[src/rtl/spi_ram_arbiter.sv]
// SPI frame decoder and round-robin RAM sequencer shared between the SPI
// command path and a local host port.
module spi_ram_arbiter #(
    parameter int AUTO_INC = 1
) (
    input  logic       clk,
    input  logic       rst_n,
    input  logic [9:0] rx_data,
    input  logic       rx_valid,
    input  logic       ss_n,
    output logic [7:0] tx_data,
    output logic       tx_valid,
    input  logic       host_req,
    input  logic       host_we,
    input  logic [7:0] host_addr,
    input  logic [7:0] host_wdata,
    output logic       host_gnt,
    output logic [7:0] host_rdata,
    output logic       host_rvalid,
    output logic       ram_en,
    output logic       ram_we,
    output logic [7:0] ram_addr,
    output logic [7:0] ram_wdata,
    input  logic [7:0] ram_rdata,
    output logic       drop_err
);
    typedef enum logic [1:0] {IDLE, ACC, RCAP} state_t;

    localparam logic       SRC_SPI  = 1'b0;
    localparam logic       SRC_HOST = 1'b1;
    localparam logic [7:0] INC      = 8'(AUTO_INC);

    state_t     state;
    logic       rx_prev;
    logic       spi_pend;
    logic       pend_rd;
    logic [7:0] pend_data;
    logic [7:0] wr_addr;
    logic [7:0] rd_addr;
    logic       last_gnt;
    logic       cur_host;
    logic       cur_we;

    logic rx_rise;
    logic grant_spi;
    logic grant_host;

    assign rx_rise    = rx_valid & ~rx_prev;
    // On a tie the source that was not served last wins.
    assign grant_spi  = spi_pend & (~host_req | (last_gnt == SRC_HOST));
    assign grant_host = host_req & (~spi_pend | (last_gnt == SRC_SPI));

    always_ff @(posedge clk or negedge rst_n) begin
        if (!rst_n) begin
            state       <= IDLE;
            rx_prev     <= 1'b0;
            spi_pend    <= 1'b0;
            pend_rd     <= 1'b0;
            pend_data   <= 8'h00;
            wr_addr     <= 8'h00;
            rd_addr     <= 8'h00;
            last_gnt    <= SRC_HOST;
            cur_host    <= 1'b0;
            cur_we      <= 1'b0;
            tx_data     <= 8'h00;
            tx_valid    <= 1'b0;
            host_gnt    <= 1'b0;
            host_rdata  <= 8'h00;
            host_rvalid <= 1'b0;
            ram_en      <= 1'b0;
            ram_we      <= 1'b0;
            ram_addr    <= 8'h00;
            ram_wdata   <= 8'h00;
            drop_err    <= 1'b0;
        end else begin
            rx_prev     <= rx_valid;
            ram_en      <= 1'b0;
            ram_we      <= 1'b0;
            host_gnt    <= 1'b0;
            host_rvalid <= 1'b0;

            case (state)
                IDLE: begin
                    if (grant_spi) begin
                        ram_en   <= 1'b1;
                        ram_we   <= ~pend_rd;
                        ram_addr <= pend_rd ? rd_addr : wr_addr;
                        if (!pend_rd)
                            ram_wdata <= pend_data;
                        spi_pend <= 1'b0;
                        last_gnt <= SRC_SPI;
                        cur_host <= 1'b0;
                        cur_we   <= ~pend_rd;
                        state    <= ACC;
                    end else if (grant_host) begin
                        ram_en   <= 1'b1;
                        ram_we   <= host_we;
                        ram_addr <= host_addr;
                        if (host_we)
                            ram_wdata <= host_wdata;
                        host_gnt <= 1'b1;
                        last_gnt <= SRC_HOST;
                        cur_host <= 1'b1;
                        cur_we   <= host_we;
                        state    <= ACC;
                    end
                end
                ACC: begin
                    if (!cur_host) begin
                        if (cur_we)
                            wr_addr <= wr_addr + INC;
                        else
                            rd_addr <= rd_addr + INC;
                    end
                    state <= cur_we ? IDLE : RCAP;
                end
                RCAP: begin
                    if (cur_host) begin
                        host_rdata  <= ram_rdata;
                        host_rvalid <= 1'b1;
                    end else begin
                        tx_data  <= ram_rdata;
                        tx_valid <= 1'b1;
                    end
                    state <= IDLE;
                end
                default: state <= IDLE;
            endcase

            // Placed after the FSM so an explicit address load beats a post-increment.
            if (rx_rise) begin
                if (spi_pend) begin
                    drop_err <= 1'b1;
                end else begin
                    case (rx_data[9:8])
                        2'b00: wr_addr <= rx_data[7:0];
                        2'b01: begin
                            spi_pend  <= 1'b1;
                            pend_rd   <= 1'b0;
                            pend_data <= rx_data[7:0];
                        end
                        2'b10: rd_addr <= rx_data[7:0];
                        default: begin
                            spi_pend <= 1'b1;
                            pend_rd  <= 1'b1;
                        end
                    endcase
                end
            end

            if (rx_rise || ss_n)
                tx_valid <= 1'b0;
        end
    end
endmodule
[config.mk]
export PLATFORM = sky130hd
export DESIGN_NAME = spi_ram_arbiter
export DESIGN_NICKNAME = d
export VERILOG_FILES = /design/src/rtl/spi_ram_arbiter.sv
export SDC_FILE = /design/constraint.sdc
export NUM_CORES = 1
export LEC_CHECK = 0
export ABC_CLOCK_PERIOD_IN_PS = 2300
export CAP_MARGIN = 5
export CORE_ASPECT_RATIO = 1.4
export CORE_MARGIN = 2
export CORE_UTILIZATION = 40
export CTS_CLUSTER_SIZE = 14
export DETAILED_ROUTE_END_ITERATION = 16
export PLACE_DENSITY = 0.66
export SYNTH_ARGS = -nofsm -noshare
export SYNTH_HDL_FRONTEND = slang
export SYNTH_SLANG_ARGS = --single-unit
[constraint.sdc]
create_clock -name clk -period 2.3 [get_ports clk]
set_clock_uncertainty 0.1 [all_clocks]
set_input_delay 0.46 -clock clk [delete_from_list [all_inputs] [get_ports clk]]
set_output_delay 0.46 -clock clk [all_outputs]
set_load 0.01 [all_outputs]
# Yosys cells after proc, flatten, opt, wreduce, memory -nomap -nowiden
# Index checks and enable logic that the tools add are counted.
# classes
reduce_logical	15
add_sub_neg	2
bitwise	12
n_eq_ne	7
n_mux	46
# ops
operator	n
$mux W8	19
$mux W1	22
$add A8 B1 Y8 const B	2
$reduce_and A2 Y1	5
$not A1 Y1	7
$mux W2	3
$reduce_and A3 Y1	2
$reduce_bool A2 Y1	3
$eq A2 B1 Y1 const B	2
$eq A2 B2 Y1 const B	2
$logic_not A2 Y1	2
$pmux W2 S2	1
$reduce_and A4 Y1	1
$and A1 B1 Y1	3
$ne A3 B3 Y1 const B	1
$ne A2 B1 Y1 const B	1
$ne A2 B2 Y1 const B	1
$or A1 B1 Y1	2
$pmux W1 S2	1
$reduce_or A2 Y1	1
$logic_or A1 B1 Y1	1
# totals
reg_bits	70
out_inout_bits	38
word_cells	102

# Logic depth before layout (Yosys ltp)
# depth
word_depth	8
depth_mapped	6
ltp_nobuf	5

# Worst setup path after synthesis
# No wires, ideal clock.
# synth_path
path_kind	input port to flip-flop
start	in host_req
end	reg ram_wdata[0]
cell_stages	5
arrival_time_ns	1.672
path_slack_ns	0.403
t_required_ns	2.075
setup_time_ns	0.125
cell_sequence	nor2b_1 -> buf_2 -> or3_4 -> a21oi_4 -> mux2_2
# synth_between
elab_chain_len	5
# synth_rtl
element	line_no	rtl
start, declared	13	input logic host_req,
$not A1 Y1	50	assign grant_spi = spi_pend & (~host_req | (last_gnt == SRC_HOST));
$or A1 B1 Y1	50	
$and A1 B1 Y1	50	
$ne A2 B2 Y1 (no source line) / $reduce_bool A2 Y1 (equally long branches)	n/a	
$reduce_and A4 Y1 (no source line)	n/a	
end signal, assigned	89	ram_wdata <= pend_data;
end signal, assigned	100	ram_wdata <= host_wdata;
end, declared	23	output logic [7:0] ram_wdata,
# Parallel ways exist; a longest one is shown, timed or not.
# A chain may end at the register's enable or synchronous reset.

# Worst setup path in the final report
# layout_path
start	in host_req
end	reg ram_wdata[1]
# The elaborated chain is that of the path after synthesis.

==> results.py <==
metrics = {
    "worst_setup_path": {
        "crit_arrival_ns": 2.18,
        "critPathKind": "in2reg",
        "reg2reg_depth": 5,
        "worstPathCellList": "clkdlybuf4s50_1, nor2b_1, nand2b_1, buf_12, mux2_2, mux2_2",
        "path_max_fanout": 9,
        "worstSetupStartpoint": "host_req",
        "slowest_delay_ns": 0.54,
        "reg2reg_slack_ns": 0.42,
        "crit-reg2reg-launch": "state[1]$_DFFE_PN0P_",
        "cp_data_required_time_ns": 2.43,
        "critPathLaunchType": "primary input",
        "slowest_stage": "clkdlybuf4s50_1",
        "end_kind": "register",
        "r2r-end": "ram_wdata[2]$_DFFE_PN0P_",
        "crit_top_cell": "mux2_2",
    },
    "finish": {
        "final_area_um2": 4360,
        "final_common_cell": "clkdlybuf4s50_1",
        "antenna_cells": 0,
        "drive_above_1_share": 0.1880,
        "final_util": 0.5661,
        "layout_common_cells": "clkdlybuf4s50_1, dfrtp_1, nand2_1",
        "area_growth_pct": 38.51,
        "final_net_count": 420,
    },
    "cts": {
        "post_cts_buffers": 0,
        "cts_max_level": 3,
        "cts_tree": "done",
        "path_clk_slew_ns": 0.08,
        "clkLatencyLatePin_ns": 0.34,
        "clockBufferDepth": 2,
        "numCtsBuffers": 9,
        "clockRootBuffer": "clkbuf_8",
        "cts_sinks": 70,
    },
    "detailed_routing": {
        "drc": 0,
        "drtIter0Drc": 69,
        "via_per_inst": 4.981,
        "vias": 2406,
        "avgRoutedWirePerCell_um": 14.48,
        "drtPass1Iterations": 4,
        "wl_mm": 6.996,
        "antenna_left": 0,
    },
    "placed_design": {
        "dpl-instance-area_um2": 4160,
        "dp_hpwl_mm": 5.329,
        "post-place-ws_ns": -0.09598,
        "port_buffers": 77,
        "place.gp.congestion": 0.8560,
    },
    "floorplan": {
        "die_w_um": 78.98,
        "die_h_um": 109.0,
        "fp-row-count": 38,
        "io_pins": 78,
        "core-area_um2": 7702,
        "die-area_um2": 8606,
        "initial_core_util": 0.4087,
    },
    "pwr": {
        "leakage_nw": 1.839,
        "vdd.ir_drop.worst_mv": 0.6639,
        "powerDensity_nw_per_um2": 1320,
        "power_mw": 5.754,
    },
    "yosys": {
        "syn_area_um2": 3148,
        "synthAdderAreaFrac": 0.007949,
        "synth-xor-area-share": 0.03895,
        "ys_types": 37,
        "synth_mux_area_frac": 0.1467,
        "synth-compound-area-share": 0.07591,
        "syn_inst": 284,
        "synth_top_family_by_area": "simple AND/OR/NAND/NOR gates",
        "ys_ff_latch": 70,
        "synth_warnings": 0,
        "yosys.area_share.simple": 0.1522,
        "seq_area_frac_synth": 0.5568,
        "synth_nets": 326,
        "syn_area_per_cell_um2": 11.08,
    },
    "global_route": {
        "grt-ovfl-total": 0,
        "grt_max_degree": 36,
        "grtUsageTotal": 0.1799,
        "grt_pass1_wl_mm": 11.92,
        "grt_pass1_vias": 2489,
        "antenna_found_initial": 0,
    },
    "timing": {
        "finalCriticalPeriod_ns": 2.049,
        "fin_ws_ns": 0.2505,
        "tns_ns": 0,
        "drv_slew": 0,
        "setup_viol": 0,
        "relSlewSlack": 0.6556,
        "worstMarginPinSlew_ns": 0.5166,
        "fin_crit_sh": 0.8911,
        "hold_violations": 0,
        "rsz0062_at_grt": "no",
        "fmax_ghz": 0.4879,
    },
    "worst_hold_path": {
        "min-delay-start": "drop_err$_DFFE_PN0P_",
        "hold_depth": 1,
        "hp-class": "reg2reg",
        "hold-path-endpoint": "drop_err$_DFFE_PN0P_",
    },
    "job": {
        "maxCapViolCount": 0,
    },
    "outcome": {
        "status": "finished clean",
    },
}
worst max path at each step:
stage	endpoint
2_1_floorplan	ram_wdata[0]$_DFFE_PN0P_
3_3_place_gp	ram_wdata[4]$_DFFE_PN0P_
3_5_place_dp	ram_wdata[1]$_DFFE_PN0P_
4_1_cts	ram_wdata[2]$_DFFE_PN0P_
5_1_grt	ram_wdata[1]$_DFFE_PN0P_
6_report	ram_wdata[1]$_DFFE_PN0P_
registers in the layout, summed over array words and instances (netlist names):
signal,cells
cur_we,1
cur_host,1
rx_prev,1
host_gnt,1
ram_we,1
ram_addr,8
host_rdata,8
spi_pend,1
state,2
drop_err,1
tx_data,8
ram_wdata,8
last_gnt,1
tx_valid,1
rd_addr,8
pend_data,8
host_rvalid,1
ram_en,1
wr_addr,8
pend_rd,1
report_power, final:
| part | internal, mW | switching [mW] |
|---|---|---|
| Sequential | 1.83 | 0.430 |
| Combinational | 1.44 | 1.11 |
| Clock | 0.496 | 0.449 |
| Total | 3.77 | 1.98 |
cells by family after synthesis:
group | count (synthesis)
AND/OR/NAND/NOR | 96
flip-flops | 70
AO/OA/AOI/OAI | 44
multiplexers | 42
buffers and inverters | 16
XOR/XNOR | 14
adder cells (fa/ha/maj) | 2
final cells by class:
type                       count  area (µm²)
sequential                    70        1753
timing repair buffer          94       945.9
clock buffer                  10       127.6
inverter                       5       18.77
clock inverter                 6       62.56
tap                          100       125.1
multi-input combinational    198        1328
fill                         693        3342
synthesized netlist by cell type (all sizes together):
cell    instances  area share
dfrtp          69        0.55
nand2          48       0.057
mux2           33        0.12
a21oi          22       0.039
o21ai          18       0.029
nor2           12       0.015
nor3           11       0.017
mux2i           9       0.029
xor2            9       0.025
clkbuf          6      0.0076
nand3           6      0.0095
buf             5      0.0079
xnor2           5       0.014
inv             4      0.0048
nand4           4      0.0079
a21o            2      0.0048
a31oi           2      0.0040
ha              2      0.0079
nor2b           2      0.0040
nor3b           2      0.0064
and2            1      0.0020
and3            1      0.0020
and3b           1      0.0028
and4            1      0.0028
clkinv          1      0.0012
dfstp           1      0.0083
nand2b          1      0.0020
nand3b          1      0.0024
nor4            1      0.0068
nor4b           1      0.0028
nor4bb          1      0.0032
or3             1      0.0036
or4b            1      0.0044
critical path: cells and delay by family:
family	cells	cell delay, ns
muxes	2	0.59
and+or+nand+nor	2	0.44
buffers and inverters	2	0.69
routing by layer:
| metal | vias to the layer above | GRT usage | wire, µm |
|---|---|---|---|
| met3 | 18 | 0.03560 | 311 |
| met5 | - | 0 | 0 |
| li1 | 1170 | - | - |
| met4 | 0 | 0.08498 | 231 |
| met2 | 75 | 0.3160 | 3608 |
| met1 | 1143 | 0.2098 | 2845 |
through the flow:
step	hold slack, ns	cells
after floorplan	0.06441	284
after global placement	0.3513	466
after detailed placement	0.3561	466
after CTS	0.3723	483
after global routing	0.3820	483
final	0.3671	483
what timing repair did:
item | 4_1_cts | 5_1_grt
gates resized for setup | 0 | 0
endpoints found under the hold margin | 12 | 0
hold buffers | 1 | 0
Note: power is estimated with default switching activity, not from simulation.
